--- config.mk ---
export PLATFORM = sky130hd
export DESIGN_NAME = gcd_operand_sequencer_flat
export DESIGN_NICKNAME = d
export VERILOG_FILES = /design/src/rtl/gcd_operand_sequencer_pkg.sv /design/src/rtl/gcd_operand_sequencer_if.sv /design/src/rtl/gcd_operand_sequencer_hold_cnt.sv /design/src/rtl/gcd_operand_sequencer.sv /design/src/flat_wrapper.sv
export SDC_FILE = /design/constraint.sdc
export NUM_CORES = 1
export LEC_CHECK = 0
export ABC_AREA = 1
export BUFFER_PORTS_ARGS = -buffer_cell sky130_fd_sc_hd__buf_2
export CAP_MARGIN = 0
export CORE_ASPECT_RATIO = 1.25
export CORE_MARGIN = 3
export CORE_UTILIZATION = 55
export DETAILED_ROUTE_END_ITERATION = 16
export PLACE_DENSITY_LB_ADDON = 0.25
export SYNTH_ARGS = -nofsm -noshare
export SYNTH_HDL_FRONTEND = slang
export SYNTH_SLANG_ARGS = --single-unit
--- constraint.sdc ---
create_clock -name clk -period 2.9 [get_ports clk]
set_input_delay 0.58 -clock clk [delete_from_list [all_inputs] [get_ports clk]]
set_output_delay 0.58 -clock clk [all_outputs]
set_load 0.01 [all_outputs]
--- src/rtl/gcd_operand_sequencer_pkg.sv ---
// -----------------------------------------------------------------------------
// gcd_pkg
// Shared types and constants for the GCD operand sequencer.
//   GCD_W       default operand / data bus width of the GCD datapath
//   HOLD_CNT_W  width of the LOAD hold counter
//   seq_cnt_w() width of the shared sequencer counter; it widens only when the
//               RUN timeout (GCD_SEQ_TIMEOUT_EN) needs more than HOLD_CNT_W bits
// -----------------------------------------------------------------------------
package gcd_pkg;

    localparam int GCD_W      = 16;
    localparam int HOLD_CNT_W = 4;

    typedef enum logic [2:0] {
        IDLE   = 3'd0,
        LOAD_A = 3'd1,
        LOAD_B = 3'd2,
        RUN    = 3'd3,
        DRAIN  = 3'd4
    } gcd_seq_state_e;

    function automatic int seq_cnt_w(input int timeout_cycles, input bit timeout_en);
        int tw;
        tw = $clog2(timeout_cycles + 1);
        if (timeout_en && (tw > HOLD_CNT_W)) begin
            return tw;
        end
        return HOLD_CNT_W;
    endfunction

endpackage

--- src/rtl/gcd_operand_sequencer_if.sv ---
// -----------------------------------------------------------------------------
// gcd_operand_sequencer_if
// Operand-pair valid/ready channel into the GCD operand sequencer.
//   in_valid  producer has a pair on op_a/op_b
//   in_ready  sequencer can take the pair this cycle
//   op_a      first operand (driven onto the GCD bus first)
//   op_b      second operand
// Modports: master = pair producer, slave = sequencer.
// -----------------------------------------------------------------------------
interface gcd_operand_sequencer_if
    import gcd_pkg::*;
#(
    parameter int W = GCD_W
);
    logic         in_valid;
    logic         in_ready;
    logic [W-1:0] op_a;
    logic [W-1:0] op_b;

    modport master (
        output in_valid,
        output op_a,
        output op_b,
        input  in_ready
    );

    modport slave (
        input  in_valid,
        input  op_a,
        input  op_b,
        output in_ready
    );
endinterface

--- src/rtl/gcd_operand_sequencer_hold_cnt.sv ---
// -----------------------------------------------------------------------------
// gcd_seq_hold_cnt
// Loadable down-counter used for the LOAD_A/LOAD_B hold time and, when the
// timeout option is built in, the RUN timeout. Counting stops at zero (no wrap).
//   clk        system clock
//   rst_n      asynchronous active-low reset
//   i_load     load i_load_val (has priority over i_dec)
//   i_load_val value to load
//   i_dec      decrement by one if not already zero
//   o_zero     counter is at zero (terminal count)
// -----------------------------------------------------------------------------
module gcd_seq_hold_cnt
    import gcd_pkg::*;
#(
    parameter int CW = HOLD_CNT_W
) (
    input  logic          clk,
    input  logic          rst_n,
    input  logic          i_load,
    input  logic [CW-1:0] i_load_val,
    input  logic          i_dec,
    output logic          o_zero
);

    logic [CW-1:0] r_cnt;

    always_ff @(posedge clk or negedge rst_n) begin
        if (!rst_n) begin
            r_cnt <= '0;
        end else if (i_load) begin
            r_cnt <= i_load_val;
        end else if (i_dec && (r_cnt != '0)) begin
            r_cnt <= r_cnt - CW'(1);
        end
    end

    assign o_zero = (r_cnt == '0);

endmodule

--- src/rtl/gcd_operand_sequencer.sv ---
// -----------------------------------------------------------------------------
// gcd_operand_sequencer
// Feeds one operand pair at a time to the subtractive GCD: A then B on the
// shared data bus, a start pulse with A, then waits for the GCD done level.
// Pairs containing a zero are rejected (the GCD loop would never terminate).
//
// Optional build macro: GCD_SEQ_TIMEOUT_EN
//   defined   -> RUN aborts after TIMEOUT_CYCLES cycles without done
//   undefined -> RUN waits for done indefinitely, o_err_timeout tied 0
//
// Ports
//   clk            system clock, rising edge
//   rst_n          asynchronous active-low reset
//   up             operand-pair channel (slave side of the valid/ready link)
//   o_gcd_start    start pulse to the GCD (first LOAD_A cycle)
//   o_gcd_data     GCD data_in bus
//   i_gcd_done     GCD done level
//   o_busy         a job is in flight (state != IDLE)
//   o_pair_done    one-cycle pulse after done is seen in RUN
//   o_err_zero     one-cycle pulse after a zero-containing pair is rejected
//   o_err_timeout  one-cycle pulse after a RUN timeout
//
// Parameters: W (bus width), HOLD_CYCLES (1..15 cycles per operand),
//             TIMEOUT_CYCLES (RUN limit, only with GCD_SEQ_TIMEOUT_EN)
//
// state  | meaning
// IDLE   | ready for a pair unless the GCD still shows done
// LOAD_A | A on the bus for HOLD_CYCLES cycles, start on the first
// LOAD_B | B on the bus for HOLD_CYCLES cycles
// RUN    | B held, waiting for done (or timeout)
// DRAIN  | waiting for done to drop before taking the next pair
// -----------------------------------------------------------------------------
module gcd_operand_sequencer
    import gcd_pkg::*;
#(
    parameter int W              = GCD_W,
    parameter int HOLD_CYCLES    = 1,
    parameter int TIMEOUT_CYCLES = 4096
) (
    input  logic                           clk,
    input  logic                           rst_n,
    gcd_operand_sequencer_if.slave         up,
    output logic                           o_gcd_start,
    output logic [W-1:0]                   o_gcd_data,
    input  logic                           i_gcd_done,
    output logic                           o_busy,
    output logic                           o_pair_done,
    output logic                           o_err_zero,
    output logic                           o_err_timeout
);

`ifdef GCD_SEQ_TIMEOUT_EN
    localparam bit C_TO_EN = 1'b1;
`else
    localparam bit C_TO_EN = 1'b0;
`endif

    localparam int              CNT_W       = seq_cnt_w(TIMEOUT_CYCLES, C_TO_EN);
    localparam logic [CNT_W-1:0] C_HOLD_LOAD = CNT_W'(HOLD_CYCLES - 1);
`ifdef GCD_SEQ_TIMEOUT_EN
    localparam logic [CNT_W-1:0] C_TO_LOAD   = CNT_W'(TIMEOUT_CYCLES - 1);
`endif

    gcd_seq_state_e   r_state;
    gcd_seq_state_e   w_next;

    logic [W-1:0]     r_op_b;
    logic [W-1:0]     r_gcd_data;
    logic             r_gcd_start;
    logic             r_pair_done;
    logic             r_err_zero;

    logic             w_hs;
    logic             w_zero_op;
    logic             w_cnt_load;
    logic [CNT_W-1:0] w_cnt_load_val;
    logic             w_cnt_dec;
    logic             w_cnt_zero;
    logic             w_set_pair_done;
    logic             w_set_err_zero;
`ifdef GCD_SEQ_TIMEOUT_EN
    logic             w_set_timeout;
    logic             r_err_timeout;
`endif

    // rst_n term keeps in_ready low while reset is asserted.
    assign up.in_ready = rst_n && (r_state == IDLE) && !i_gcd_done;
    assign w_hs        = up.in_valid && up.in_ready;
    assign w_zero_op   = (up.op_a == '0) || (up.op_b == '0);

    gcd_seq_hold_cnt #(
        .CW (CNT_W)
    ) u_hold_cnt (
        .clk        (clk),
        .rst_n      (rst_n),
        .i_load     (w_cnt_load),
        .i_load_val (w_cnt_load_val),
        .i_dec      (w_cnt_dec),
        .o_zero     (w_cnt_zero)
    );

    always_ff @(posedge clk or negedge rst_n) begin
        if (!rst_n) begin
            r_state <= IDLE;
        end else begin
            r_state <= w_next;
        end
    end

    always_comb begin
        w_next          = r_state;
        w_cnt_load      = 1'b0;
        w_cnt_load_val  = C_HOLD_LOAD;
        w_cnt_dec       = 1'b0;
        w_set_pair_done = 1'b0;
        w_set_err_zero  = 1'b0;
`ifdef GCD_SEQ_TIMEOUT_EN
        w_set_timeout   = 1'b0;
`endif
        case (r_state)
            IDLE: begin
                if (w_hs) begin
                    if (w_zero_op) begin
                        w_set_err_zero = 1'b1;
                    end else begin
                        w_next     = LOAD_A;
                        w_cnt_load = 1'b1;
                    end
                end
            end
            LOAD_A: begin
                if (w_cnt_zero) begin
                    w_next     = LOAD_B;
                    w_cnt_load = 1'b1;
                end else begin
                    w_cnt_dec = 1'b1;
                end
            end
            LOAD_B: begin
                if (w_cnt_zero) begin
                    w_next = RUN;
`ifdef GCD_SEQ_TIMEOUT_EN
                    w_cnt_load     = 1'b1;
                    w_cnt_load_val = C_TO_LOAD;
`endif
                end else begin
                    w_cnt_dec = 1'b1;
                end
            end
            RUN: begin
                // done takes priority over a timeout reached in the same cycle
                if (i_gcd_done) begin
                    w_set_pair_done = 1'b1;
                    w_next          = DRAIN;
                end
`ifdef GCD_SEQ_TIMEOUT_EN
                else if (w_cnt_zero) begin
                    w_set_timeout = 1'b1;
                    w_next        = DRAIN;
                end else begin
                    w_cnt_dec = 1'b1;
                end
`endif
            end
            DRAIN: begin
                if (!i_gcd_done) begin
                    w_next = IDLE;
                end
            end
            default: begin
                w_next = IDLE;
            end
        endcase
    end

    // A is not kept separately: the data register itself holds it through LOAD_A.
    always_ff @(posedge clk or negedge rst_n) begin
        if (!rst_n) begin
            r_op_b      <= '0;
            r_gcd_data  <= '0;
            r_gcd_start <= 1'b0;
            r_pair_done <= 1'b0;
            r_err_zero  <= 1'b0;
        end else begin
            r_gcd_start <= 1'b0;
            r_pair_done <= w_set_pair_done;
            r_err_zero  <= w_set_err_zero;
            if (w_hs) begin
                r_op_b <= up.op_b;
            end
            if ((r_state == IDLE) && (w_next == LOAD_A)) begin
                r_gcd_data  <= up.op_a;
                r_gcd_start <= 1'b1;
            end else if ((r_state == LOAD_A) && (w_next == LOAD_B)) begin
                r_gcd_data <= r_op_b;
            end else if (w_next == IDLE) begin
                r_gcd_data <= '0;
            end
        end
    end

`ifdef GCD_SEQ_TIMEOUT_EN
    always_ff @(posedge clk or negedge rst_n) begin
        if (!rst_n) begin
            r_err_timeout <= 1'b0;
        end else begin
            r_err_timeout <= w_set_timeout;
        end
    end
    assign o_err_timeout = r_err_timeout;
`else
    assign o_err_timeout = 1'b0;
`endif

    assign o_gcd_start = r_gcd_start;
    assign o_gcd_data  = r_gcd_data;
    assign o_pair_done = r_pair_done;
    assign o_err_zero  = r_err_zero;
    assign o_busy      = (r_state != IDLE);

endmodule

--- src/flat_wrapper.sv ---
// flat-port wrapper written by rule: the top's interface ports become plain ports
module gcd_operand_sequencer_flat import gcd_pkg::*;
#(
    parameter int W              = GCD_W,
    parameter int HOLD_CYCLES    = 1,
    parameter int TIMEOUT_CYCLES = 4096
)
  (clk, rst_n, o_gcd_start, o_gcd_data, i_gcd_done, o_busy, o_pair_done, o_err_zero, o_err_timeout, up_in_valid, up_op_a, up_op_b, up_in_ready);
  gcd_operand_sequencer_if #(.W(W)) up_i ();
  input  logic clk;
  input  logic rst_n;
  output logic o_gcd_start;
  output logic [W-1:0] o_gcd_data;
  input  logic i_gcd_done;
  output logic o_busy;
  output logic o_pair_done;
  output logic o_err_zero;
  output logic o_err_timeout;
  input wire logic [$bits(up_i.in_valid)-1:0] up_in_valid;
  input wire logic [$bits(up_i.op_a)-1:0] up_op_a;
  input wire logic [$bits(up_i.op_b)-1:0] up_op_b;
  output wire logic [$bits(up_i.in_ready)-1:0] up_in_ready;
  assign up_i.in_valid = up_in_valid;
  assign up_i.op_a = up_op_a;
  assign up_i.op_b = up_op_b;
  assign up_in_ready = up_i.in_ready;
  gcd_operand_sequencer #(.W(W), .HOLD_CYCLES(HOLD_CYCLES), .TIMEOUT_CYCLES(TIMEOUT_CYCLES)) u_core (.clk(clk), .rst_n(rst_n), .up(up_i), .o_gcd_start(o_gcd_start), .o_gcd_data(o_gcd_data), .i_gcd_done(i_gcd_done), .o_busy(o_busy), .o_pair_done(o_pair_done), .o_err_zero(o_err_zero), .o_err_timeout(o_err_timeout));
endmodule
=== Word level (Yosys, flattened, before mapping) ===
Index checks and enable logic that the tools add are counted.

* Reduce and logical (&&, ||, !) cells: 18
* Eq/ne operators: 6
* Add/subtract/negate cells: 1
* Mux-type cells: 24

{| class="wikitable"
|+ Operator list
! kind !! number
|-
| $mux W16 || 3
|-
| $logic_not A16 Y1 || 2
|-
| $mux W3 || 6
|-
| $pmux W3 S5 || 1
|-
| $mux W1 || 11
|-
| $eq A3 B2 Y1 const B || 3
|-
| $mux W4 || 2
|-
| $eq A3 B1 Y1 const B || 2
|-
| $logic_and A1 B1 Y1 || 6
|-
| $logic_not A3 Y1 || 2
|-
| $reduce_bool A3 Y1 || 2
|-
| $logic_not A4 Y1 || 1
|-
| $reduce_bool A4 Y1 || 1
|-
| $sub A4 B1 Y4 const B || 1
|-
| $eq A3 B3 Y1 const B || 1
|-
| $pmux W1 S2 || 1
|-
| $reduce_bool A2 Y1 || 1
|-
| $reduce_or A2 Y1 || 1
|-
| $logic_not A1 Y1 || 1
|-
| $logic_or A1 B1 Y1 || 1
|}

* Flip-flop bits (word level): 42
* Output and inout port bits: 22
* Logic and storage cells: 56
* Input bits: 36

=== Logic depth before layout (Yosys ltp) ===
Gate-level depths: netlist of run 1.

* Depth after elaboration: 10
* Mapped depth: 11
* Mapped depth without buffers: 10

=== By module ===
Synthesis of run 1 repeated with hierarchy kept, for this count alone.

* Cell total of the unflattened synthesis: 270
* Area, all modules: 2082.0 um^2

{| class="wikitable"
|+ By module, submodules not included
! module !! sequential area each (um^2) !! area an instance (um^2) !! cells an instance !! instances
|-
| gcd_operand_sequencer || 950.9 || 1786.7 || 224 || 1
|-
| gcd_seq_hold_cnt || 100.1 || 295.3 || 46 || 1
|}

=== Worst setup path before layout of run 1 ===
No wires, ideal clock.

* Path type: input -> register
* Start point: input port i_gcd_done
* End point: register u_core.r_gcd_data[12] (netlist: u_core.o_gcd_data[12])
* Slack: 1.167 ns
* Stages on the path: 9
* Data required time: 2.779 ns
* Arrival time: 1.612 ns
* Cells stage by stage: inv_1 -> nand2_1 -> nor3_4 -> nand3_4 -> nand2_4 -> inv_4 -> buf_6 -> nand3_2 -> nand2_1

* Word-level cells in the longest chain between the ends: 9

{| class="wikitable"
|+ RTL lines
! element !! line !! source
|-
| start: declaration || flat_wrapper.sv:14 || <nowiki>input logic i_gcd_done;</nowiki>
|-
| $logic_not A1 Y1 || gcd_operand_sequencer.sv:87 || <nowiki>assign up.in_ready = rst_n && (r_state == IDLE) && !i_gcd_done;</nowiki>
|-
| $logic_and A1 B1 Y1 || gcd_operand_sequencer.sv:87 ||
|-
| $logic_and A1 B1 Y1 || gcd_operand_sequencer.sv:88 || <nowiki>assign w_hs = up.in_valid && up.in_ready;</nowiki>
|-
| $mux W3 || gcd_operand_sequencer.sv:122 || <nowiki>if (w_hs) begin</nowiki>
|-
| $pmux W3 S5 * || gcd_operand_sequencer.sv:120 || <nowiki>case (r_state)</nowiki>
|-
| $eq A3 B2 Y1 || gcd_operand_sequencer.sv:194 || <nowiki>end else if ((r_state == LOAD_A) && (w_next == LOAD_B)) begin</nowiki>
|-
| $logic_and A1 B1 Y1 || gcd_operand_sequencer.sv:194 ||
|-
| $mux W16 || gcd_operand_sequencer.sv:194 ||
|-
| $mux W16 || gcd_operand_sequencer.sv:191 || <nowiki>if ((r_state == IDLE) && (w_next == LOAD_A)) begin</nowiki>
|-
| end signal: assignment || gcd_operand_sequencer.sv:192 || <nowiki>r_gcd_data <= up.op_a;</nowiki>
|-
| end signal: assignment || gcd_operand_sequencer.sv:195 || <nowiki>r_gcd_data <= r_op_b;</nowiki>
|-
| end: declaration || gcd_operand_sequencer.sv:68 || <nowiki>logic [W-1:0] r_gcd_data;</nowiki>
|}

Every way passes the cells marked *; elsewhere a longest branch is shown, timed or not.
A chain may end at the register's enable or synchronous reset.

=== Final worst setup path of run 1 ===
* Start point: register u_core.u_hold_cnt.r_cnt[0]
* End point: register u_core.r_gcd_data[0] (netlist: u_core.o_gcd_data[0])

* Word-level cells in the longest chain between the ends: 7

{| class="wikitable"
|+ RTL lines
! element !! line !! source
|-
| start: declaration || gcd_operand_sequencer_hold_cnt.sv:25 || <nowiki>logic [CW-1:0] r_cnt;</nowiki>
|-
| start signal: assignment || gcd_operand_sequencer_hold_cnt.sv:31 || <nowiki>r_cnt <= i_load_val;</nowiki>
|-
| start signal: assignment || gcd_operand_sequencer_hold_cnt.sv:33 || <nowiki>r_cnt <= r_cnt - CW'(1);</nowiki>
|-
| $logic_not A4 Y1 * || gcd_operand_sequencer_hold_cnt.sv:37 || <nowiki>assign o_zero = (r_cnt == '0);</nowiki>
|-
| $mux W3 (on tied branches) || gcd_operand_sequencer.sv:140, gcd_operand_sequencer.sv:132 ||
|-
| $pmux W3 S5 * || gcd_operand_sequencer.sv:120 ||
|-
| named net u_core.w_next[1] || gcd_operand_sequencer.sv:65 || <nowiki>gcd_seq_state_e w_next;</nowiki>
|-
| $eq A3 B2 Y1 || gcd_operand_sequencer.sv:194 ||
|-
| $logic_and A1 B1 Y1 || gcd_operand_sequencer.sv:194 ||
|-
| $mux W16 || gcd_operand_sequencer.sv:194 ||
|-
| $mux W16 || gcd_operand_sequencer.sv:191 ||
|}

The timed path passes the listed nets; every way through them passes the cells marked *.

==> impl_metrics.csv, run 1 <==
group,metric,value,unit
status,outcome,"complete, no violations",
place,place_hpwl,3.341,mm
synth,synth-compound-area-share,8.151,%
global_routing,grt_pass1_vias,1699,
global_routing,grt_antenna_before_repair,0,
floorplanning,die_x,60.70,um
clock_tree,h-tree-depth,2,
clock_tree,path_clk_slew,80,ps
global_routing,busiest_layer,"met2",
cells_and_area,antennaDiodeCount,0,
synth,yosysSeqAreaShare,51.09,%
critical_path,path_class,"flip-flop to flip-flop",
cells_and_area,nets,342,
floorplanning,io_pins,58,
synth,synth_top_family_by_area,"simple AND/OR/NAND/NOR gates",
timing,tightest_slew,513.3,ps
clock_tree,post-cts-setup-buffer-count,0,
timing,grt_setup_unrepaired,"no",
synth,yosys.area.top_type,"dfrtp_1",
global_routing,met1_usage,26.04,%
timing,setup_ws,838.0,ps
floorplanning,die_y,74.38,um
clock_tree,cts.sinks,42,
timing,finalClockSkew,4.734,ps
cells_and_area,drive_gt1_share,26.80,%
detailed_routing,remaining_drc_errors,0,
clock_tree,cts.repair.resized,0,
floorplanning,initial_core_util,58.05,%
synth,synth_fa_ha_area_share,0.6083,%
clock_tree,ctsRootBufferMaster,"clkbuf_8",
detailed_routing,totalWireLength,4.292,mm
floorplanning,core.rowCount,24,
detailed_routing,drt_pre_antenna_iters,4,
critical_path,cp.arrival,2240,ps
synth,yosysWarnings,0,
critical_path,crit_path_end_kind,"flip-flop",
critical_path,regToRegEndpoint,"u_core.o_gcd_data[0]$_DFFE_PN0P_",
synth,avgSynthCellArea,8.328,um2
floorplanning,core_area,3543,um2
synth,synth_nets,284,
critical_path,worst-path-max-fanout,16,
synth,syn_area,2057,um2
timing,final_max_slew_viol_count,0,
synth,synth-seq-cells,42,
critical_path,cp-start-kind,"flip-flop",
synth,synth_top_area_share,51.09,%
critical_path,crit_required,3080,ps
timing,setup_tns,0,ps
clock_tree,clock_latency,290,ps
run,cap_violations,0,
timing,slew-limit-headroom,65.78,%
critical_path,rr_startpoint,"u_core.u_hold_cnt.r_cnt[0]$_DFFE_PN0P_",
global_routing,use_met3,4.861,%
floorplanning,die_area,4515,um2
synth,synthMuxAreaShare,0,%
synth,synth-simple-area-share,32.73,%
place,pre_cts_ws,813.2,ps
detailed_routing,viasPerCell,4.974,
synth,syn_inst,247,
hold_path,worst_hold_path_type,"primary input to asynchronous set/reset pin",
pwr,peakVddDrop,0.4676,mV
detailed_routing,vias,1716,
pwr,power_leakage,1.330,nW
detailed_routing,wl_per_cell,12.44,um
cells_and_area,nFillCells,293,
timing,fin_crit_sh,71.10,%
detailed_routing,ant_nets,0,
critical_path,reg2reg_depth,10,
clock_tree,clk_path_buf_depth,2,
critical_path,r2r_slack,840,ps
pwr,powerDensity,845.5,nW/um2
global_routing,track_usage,21.73,%
timing,hold_violations,0,
clock_tree,cts_buffers,5,
cells_and_area,mostFrequentLayoutCells,"nand2_1 (75), buf_2 (56), nor2_1 (42), dfrtp_1 (42), inv_1 (17)",
global_routing,overflow,0,
synth,synth_cell_types,29,
global_routing,grt.met2_usage,37.57,%
place,place_congestion,0.8573,
timing,finalSetupViolations,0,
cells_and_area,areaGrowthSynthToFinish,18.55,%
synth,synth_xor_area_share,0.8516,%
synth,synth_area_leaders,"dfrtp_1 (51%), nand2_1 (14%), nor2_1 (7.7%)",
global_routing,grt_max_degree,43,
timing,timing.final.crit_period,2062,ps
global_routing,grt_pass1_wl,7.286,mm
place,io_buffer_count,56,
clock_tree,ctsHoldBuffers,0,
cells_and_area,final_common_cell,"nand2_1",
detailed_routing,drt_iter0_drc,57,
timing,max_freq,0.4850,GHz
clock_tree,cts_tree,"yes",
stage by stage:
stage               power (mW)  cells  utilization [%]  instance area (um2)  hold WS (ps)
finish                   2.062    345            68.82                 2439         358.0
floorplan                1.492    247                -                 2057         284.4
CTS                      2.085    345            68.82                 2439         370.2
global route             2.236    345            68.82                 2439         402.1
global placement         1.672    337            66.24                 2347         458.1
detailed placement       1.702    337            66.24                 2347         460.3
cells in the mapped netlist (all sizes together):
| library cell | number |
|---|---|
| inv | 19 |
| o21a | 1 |
| nand4 | 1 |
| nand2 | 77 |
| nor2 | 43 |
| dfrtp | 42 |
| clkinv | 1 |
| conb | 1 |
| a21oi | 11 |
| clkbuf | 2 |
| nand3 | 20 |
| o21ai | 9 |
| buf | 5 |
| ha | 1 |
| nand3b | 1 |
| a21boi | 8 |
| xor2 | 2 |
| nor3 | 3 |
cells by family after synthesis:
family,after synthesis
xor+xnor,2
compound gates,29
fa+ha+maj,1
buf+inv,27
simple gates,145
other cells,1
flops,42
worst max path at each step:
| stage | slack [ps] | from | depth (start not counted) | endpoint |
|---|---|---|---|---|
| 2_1_floorplan | 1170 | i_gcd_done | 9 | u_core.o_gcd_data[12]$_DFFE_PN0P_ |
| 3_3_place_gp | 860 | u_core.u_hold_cnt.r_cnt[0]$_DFFE_PN0P_ | 10 | u_core.o_gcd_data[0]$_DFFE_PN0P_ |
| 3_5_place_dp | 810 | i_gcd_done | 8 | u_core.r_op_b[13]$_DFFE_PN0N_ |
| 4_1_cts | 820 | u_core.u_hold_cnt.r_cnt[0]$_DFFE_PN0P_ | 10 | u_core.o_gcd_data[0]$_DFFE_PN0P_ |
| 5_1_grt | 540 | u_core.u_hold_cnt.r_cnt[0]$_DFFE_PN0P_ | 10 | u_core.o_gcd_data[0]$_DFFE_PN0P_ |
| 6_report | 840 | u_core.u_hold_cnt.r_cnt[0]$_DFFE_PN0P_ | 10 | u_core.o_gcd_data[0]$_DFFE_PN0P_ |
worst max-delay path, cell delays in order (launching register included):
cell     delay, ps
dfrtp_1        370
inv_1           70
ha_1           230
nand2_1         70
nor2_1          50
nand2_1        330
nand3_1        150
nor2_1         220
nand3_4        250
nand3_1        150
nand2_1         60
layout make-up:
type                       count  area [um2]  area share (%)
clock buffer                   7       86.33           3.540
clock inverter                 1       5.005          0.2052
inverter                      20       77.57           3.181
multi-input combinational    178       874.6           35.86
sequential                    42        1051           43.10
tap                           39       48.80           2.001
timing repair buffer          58       295.3           12.11
sequential cells by signal (all words and copies together), names as in the netlist:
signal / count
u_core.o_err_zero: 1
u_core.o_gcd_data: 16
u_core.o_gcd_start: 1
u_core.o_pair_done: 1
u_core.r_op_b: 16
u_core.r_state: 3
u_core.u_hold_cnt.r_cnt: 4
metal layers:
layer	share of wire, %	wire length, um
met1	42	1783
met3	5.0	215
met2	51	2191
met5	0	0
met4	2.4	102
where the power goes:
group	switching (mW)	internal, mW	total, mW
Sequential	0.107	0.785	0.892
Combinational	0.514	0.274	0.788
Clock	0.190	0.192	0.382
Total	0.811	1.25	2.06
No activity file was read; power rests on OpenSTA's default activity.
==> inputs of run 2 (changes only) <==
--- a/config.mk
+++ b/config.mk
@@ -10,7 +10,7 @@
 export CAP_MARGIN = 0
 export CORE_ASPECT_RATIO = 1.25
 export CORE_MARGIN = 3
-export CORE_UTILIZATION = 55
+export CORE_UTILIZATION = 51
 export DETAILED_ROUTE_END_ITERATION = 16
 export PLACE_DENSITY_LB_ADDON = 0.25
 export SYNTH_ARGS = -nofsm -noshare
==> constraint.sdc (replaced) <==
create_clock -name clk -period 1.95 [get_ports clk]
set_input_delay 0.39 -clock clk [delete_from_list [all_inputs] [get_ports clk]]
set_output_delay 0.39 -clock clk [all_outputs]
set_load 0.01 [all_outputs]
==> impl_metrics.csv, run 2 (synthesis results as in run 1) <==
group,metric,value,unit
global_routing,busiest_layer,"met2",
detailed_routing,wl_per_cell,11.79,um
clock_tree,cts_tree,"yes",
timing,max_freq,0.5711,GHz
pwr,internal-power,1.873,mW
global_routing,met1_usage,20.25,%
place,place_congestion,0.7360,
timing,finalSetupViolations,0,
global_routing,grt.met2_usage,35.43,%
place,io_buffer_count,56,
critical_path,path_cells,"inv_1 > ha_1 > nand2_1 > nor2_1 > nor2_1 > nor2_1 > nand3_4 > nand3_1 > nand2_1",
global_routing,use_met3,4.100,%
clock_tree,path_clk_slew,70,ps
cells_and_area,areaGrowthSynthToFinish,19.83,%
pwr,switching_share,38.76,%
cells_and_area,nets,343,
critical_path,crit_family,"simple AND/OR/NAND/NOR gates",
clock_tree,cts.repair.resized,0,
detailed_routing,totalWireLength,4.256,mm
global_routing,overflow,0,
global_routing,grt_max_degree,43,
floorplanning,core_area,3847,um2
floorplanning,io_pins,58,
pwr,pwr-share-clk,18.5,%
critical_path,max_stage_delay,400,ps
detailed_routing,drt_pre_antenna_iters,4,
critical_path,crit_slowest_cell,"dfrtp_1",
cells_and_area,drive_gt1_share,27.04,%
timing,finalClockSkew,7.060,ps
timing,setup_tns,0,ps
detailed_routing,vias,1732,
global_routing,track_usage,18.67,%
critical_path,cp.arrival,1930,ps
timing,final_max_slew_viol_count,0,
critical_path,rr_startpoint,"u_core.u_hold_cnt.r_cnt[0]$_DFFE_PN0P_",
critical_path,r2r_slack,200,ps
clock_tree,clk_path_buf_depth,2,
pwr,peakVddDrop,0.5899,mV
timing,tightest_slew,517.9,ps
clock_tree,h-tree-depth,2,
critical_path,worst-path-max-fanout,16,
floorplanning,core.rowCount,25,
global_routing,grt_antenna_before_repair,0,
timing,slew-limit-headroom,65.47,%
clock_tree,ctsHoldBuffers,0,
pwr,p_switching,1.185,mW
pwr,power_leakage,1.334,nW
timing,fin_crit_sh,89.79,%
critical_path,crit_path_end_kind,"flip-flop",
pwr,powerDensity,1241,nW/um2
clock_tree,ctsRootBufferMaster,"clkbuf_8",
detailed_routing,remaining_drc_errors,0,
timing,hold_violations,0,
cells_and_area,nFillCells,381,
floorplanning,die_x,62.81,um
place,pre_cts_ws,204.3,ps
critical_path,cp-start-kind,"flip-flop",
place,place_hpwl,3.338,mm
cells_and_area,mostFrequentLayoutCells,"nand2_1 (75), buf_2 (56), nor2_1 (42), dfrtp_1 (42), inv_1 (17)",
detailed_routing,viasPerCell,4.798,
floorplanning,die_area,4836,um2
clock_tree,clock_latency,290,ps
critical_path,crit_required,2130,ps
pwr,combinationalPowerShare,38.4,%
global_routing,grt_pass1_wl,7.093,mm
clock_tree,cts_buffers,5,
critical_path,path_class,"flip-flop to flip-flop",
clock_tree,cts.sinks,42,
pwr,seq_power_share,43.1,%
timing,grt_setup_unrepaired,"no",
detailed_routing,drt_iter0_drc,54,
floorplanning,die_y,77.01,um
run,cap_violations,0,
floorplanning,initial_core_util,53.46,%
hold_path,worst_hold_path_type,"primary input to asynchronous set/reset pin",
timing,timing.final.crit_period,1751,ps
clock_tree,post-cts-setup-buffer-count,0,
timing,setup_ws,199.0,ps
status,outcome,"complete, no violations",
cells_and_area,antennaDiodeCount,0,
detailed_routing,ant_nets,0,
global_routing,grt_pass1_vias,1666,
critical_path,regToRegEndpoint,"u_core.o_gcd_data[3]$_DFFE_PN0P_",
critical_path,reg2reg_depth,9,
critical_path,crit_top_cell,"nor2_1",
critical_path,cp_num_buf_inv,1,
cells_and_area,final_common_cell,"nand2_1",
-- run 2: worst max-delay path by stage --
stage	slack (ps)	start	cells after the start	end
global route	50	u_core.u_hold_cnt.r_cnt[0]$_DFFE_PN0P_	9	u_core.o_gcd_data[3]$_DFFE_PN0P_
CTS	190	u_core.u_hold_cnt.r_cnt[0]$_DFFE_PN0P_	9	u_core.o_gcd_data[5]$_DFFE_PN0P_
finish	200	u_core.u_hold_cnt.r_cnt[0]$_DFFE_PN0P_	9	u_core.o_gcd_data[3]$_DFFE_PN0P_
detailed placement	200	u_core.u_hold_cnt.r_cnt[0]$_DFFE_PN0P_	9	u_core.o_gcd_data[3]$_DFFE_PN0P_
floorplan	380	u_core.r_state[1]$_DFF_PN0_	9	u_core.o_gcd_data[12]$_DFFE_PN0P_
global placement	270	i_gcd_done	8	u_core.o_gcd_data[12]$_DFFE_PN0P_
-- run 2: layer usage --
| metal | vias up | routed length [um] |
|---|---|---|
| li1 | 892 | - |
| met1 | 788 | 1645 |
| met2 | 46 | 2320 |
| met3 | 6 | 229 |
| met4 | 0 | 59 |
| met5 | - | 0 |
-- run 2: layout make-up --
class	count	area, um2	area share (%)
well taps	54	67.56	2.741
flip-flops and latches	42	1051	42.64
repair buffers	59	302.8	12.28
clock inverters	1	5.005	0.2030
clock buffers	7	86.33	3.503
inverters	20	77.57	3.147
multi-input cells	178	874.6	35.48
-- run 2: through the flow --
stage / power, mW / std cells / util, % / hold WS (ps) / area [um2]
2_1_floorplan: 2.219 / 247 / - / 94.41 / 2057
3_3_place_gp: 2.493 / 353 / 61.69 / 455.2 / 2374
3_5_place_dp: 2.525 / 353 / 61.69 / 459.2 / 2374
4_1_cts: 3.089 / 361 / 64.07 / 223.4 / 2465
5_1_grt: 3.286 / 361 / 64.07 / 243.0 / 2465
6_report: 3.058 / 361 / 64.07 / 203.9 / 2465
-- run 2: power groups by stage --
| stage | Clock [mW] | Combinational (mW) | Sequential [mW] |
|---|---|---|---|
| finish | 0.565 | 1.17 | 1.32 |
| global route | 0.605 | 1.33 | 1.35 |
| CTS | 0.575 | 1.20 | 1.32 |
| detailed placement | 0 | 1.19 | 1.33 |
| global placement | 0 | 1.17 | 1.33 |
| floorplan | 0 | 0.859 | 1.36 |
==> inputs of run 3 (changes only) <==
==> constraint.sdc (replaced) <==
create_clock -name clk -period 1.95 [get_ports clk]
set_input_delay 0.195 -clock clk [delete_from_list [all_inputs] [get_ports clk]]
set_output_delay 0.195 -clock clk [all_outputs]
set_load 0.01 [all_outputs]
==> impl_metrics.csv, run 3 (synthesis results as in run 1) <==
group,metric,value,unit
timing,setup_ws,166.2,ps
global_routing,grt_pass1_wl,7.341,mm
place,io_buffer_count,56,
detailed_routing,drt_pre_antenna_iters,4,
pwr,combinationalPowerShare,37.4,%
floorplanning,initial_core_util,53.46,%
timing,max_freq,0.5606,GHz
timing,slew-limit-headroom,66.18,%
critical_path,reg2reg_depth,9,
floorplanning,io_pins,58,
timing,finalSetupViolations,0,
floorplanning,die_area,4836,um2
cells_and_area,final_common_cell,"nand2_1",
status,outcome,"finished with violations",
clock_tree,clk_path_buf_depth,2,
clock_tree,cts_buffers,5,
clock_tree,ctsRootBufferMaster,"clkbuf_8",
floorplanning,die_x,62.81,um
detailed_routing,wl_per_cell,11.97,um
critical_path,regToRegEndpoint,"u_core.o_gcd_data[2]$_DFFE_PN0P_",
critical_path,path_class,"flip-flop to flip-flop",
floorplanning,die_y,77.01,um
pwr,pwr-share-clk,20.6,%
clock_tree,ctsHoldBuffers,0,
global_routing,overflow,0,
critical_path,rr_startpoint,"u_core.u_hold_cnt.r_cnt[0]$_DFFE_PN0P_",
timing,fin_crit_sh,91.48,%
pwr,switching_share,38.27,%
timing,grt_setup_unrepaired,"no",
detailed_routing,remaining_drc_errors,0,
floorplanning,core_area,3847,um2
hold_path,worst_hold_path_type,"primary input to asynchronous set/reset pin",
detailed_routing,vias,1699,
timing,finalClockSkew,5.187,ps
clock_tree,path_clk_slew,80,ps
place,pre_cts_ws,191.8,ps
clock_tree,cts.repair.resized,0,
timing,hold_violations,26,
pwr,powerDensity,1267,nW/um2
clock_tree,clock_latency,290,ps
critical_path,cp.arrival,1960,ps
detailed_routing,drt_iter0_drc,73,
pwr,seq_power_share,42.0,%
global_routing,grt_max_degree,43,
pwr,peakVddDrop,0.6572,mV
pwr,power_leakage,1.343,nW
pwr,p_switching,1.204,mW
timing,final_max_slew_viol_count,0,
critical_path,r2r_slack,170,ps
detailed_routing,viasPerCell,4.706,
clock_tree,cts_tree,"yes",
cells_and_area,mostFrequentLayoutCells,"nand2_1 (75), buf_2 (56), nor2_1 (42), dfrtp_1 (42), inv_1 (17)",
global_routing,grt_pass1_vias,1682,
critical_path,crit_path_end_kind,"flip-flop",
pwr,internal-power,1.942,mW
status,violations,"negative hold slack",
clock_tree,post-cts-setup-buffer-count,0,
place,place_congestion,0.8580,
place,dp_cells,353,
run,cap_violations,0,
detailed_routing,totalWireLength,4.322,mm
clock_tree,h-tree-depth,2,
detailed_routing,ant_nets,0,
place,place_hpwl,3.345,mm
timing,setup_tns,0,ps
global_routing,grt_antenna_before_repair,0,
timing,tightest_slew,507.4,ps
global_routing,track_usage,19.50,%
cells_and_area,nets,343,
timing,whs,-23.14,ps
cells_and_area,fin_cells,361,
floorplanning,core.rowCount,25,
critical_path,crit_required,2130,ps
critical_path,worst-path-max-fanout,16,
cells_and_area,drive_gt1_share,27.36,%
clock_tree,cts.sinks,42,
cells_and_area,areaGrowthSynthToFinish,20.74,%
critical_path,cp-start-kind,"flip-flop",
pwr,total_power,3.146,mW
timing,timing.final.crit_period,1784,ps
cells_and_area,antennaDiodeCount,0,
run 3: final cells by class:
class	instances	area, um2
repair buffers	59	302.8
flip-flops and latches	42	1051
well taps	54	67.56
multi-input cells	178	874.6
inverters	20	77.57
clock buffers	8	110.1
fillers	360	1364
run 3: routing by layer:
metal  vias to the layer above  share of wire (%)  global-route usage, %
met3                        11                4.0                  3.953
met5                         -                  0                      0
met1                       755                 39                  20.89
met2                        45                 54                  36.18
li1                        888                  -                      -
met4                         0                2.5                  9.051
run 3: worst max path at each step:
stage,from,end,slack (ps),cells after the start
2_1_floorplan,u_core.r_state[1]$_DFF_PN0_,u_core.o_gcd_data[12]$_DFFE_PN0P_,380,9
3_3_place_gp,u_core.u_hold_cnt.r_cnt[0]$_DFFE_PN0P_,u_core.o_gcd_data[6]$_DFFE_PN0P_,290,9
3_5_place_dp,u_core.u_hold_cnt.r_cnt[0]$_DFFE_PN0P_,u_core.o_gcd_data[4]$_DFFE_PN0P_,190,9
4_1_cts,u_core.u_hold_cnt.r_cnt[0]$_DFFE_PN0P_,u_core.o_gcd_data[2]$_DFFE_PN0P_,180,9
5_1_grt,u_core.u_hold_cnt.r_cnt[0]$_DFFE_PN0P_,u_core.o_gcd_data[14]$_DFFE_PN0P_,6,10
6_report,u_core.u_hold_cnt.r_cnt[0]$_DFFE_PN0P_,u_core.o_gcd_data[2]$_DFFE_PN0P_,170,9
run 3: critical path: stages (launching register included):
cell and delay, ps:
dfrtp_1 400, inv_1 80, ha_1 190, nand2_1 60
nor2_1 150, nor2_1 80, nor2_1 220, nand3_4 260
nand3_1 140, nand2_1 70
run 3: per-stage QoR:
stage / utilization, % / cell area [um2]
floorplan: - / 2057
global placement: 61.69 / 2374
detailed placement: 61.69 / 2374
CTS: 64.55 / 2484
global route: 64.55 / 2484
finish: 64.55 / 2484
run 3: power by group through the flow:
stage	sequential [mW]	clock (mW)	combinational, mW
2_1_floorplan	1.36	0	0.859
3_3_place_gp	1.33	0	1.17
3_5_place_dp	1.34	0	1.20
4_1_cts	1.32	0.661	1.21
5_1_grt	1.35	0.691	1.34
6_report	1.32	0.647	1.18
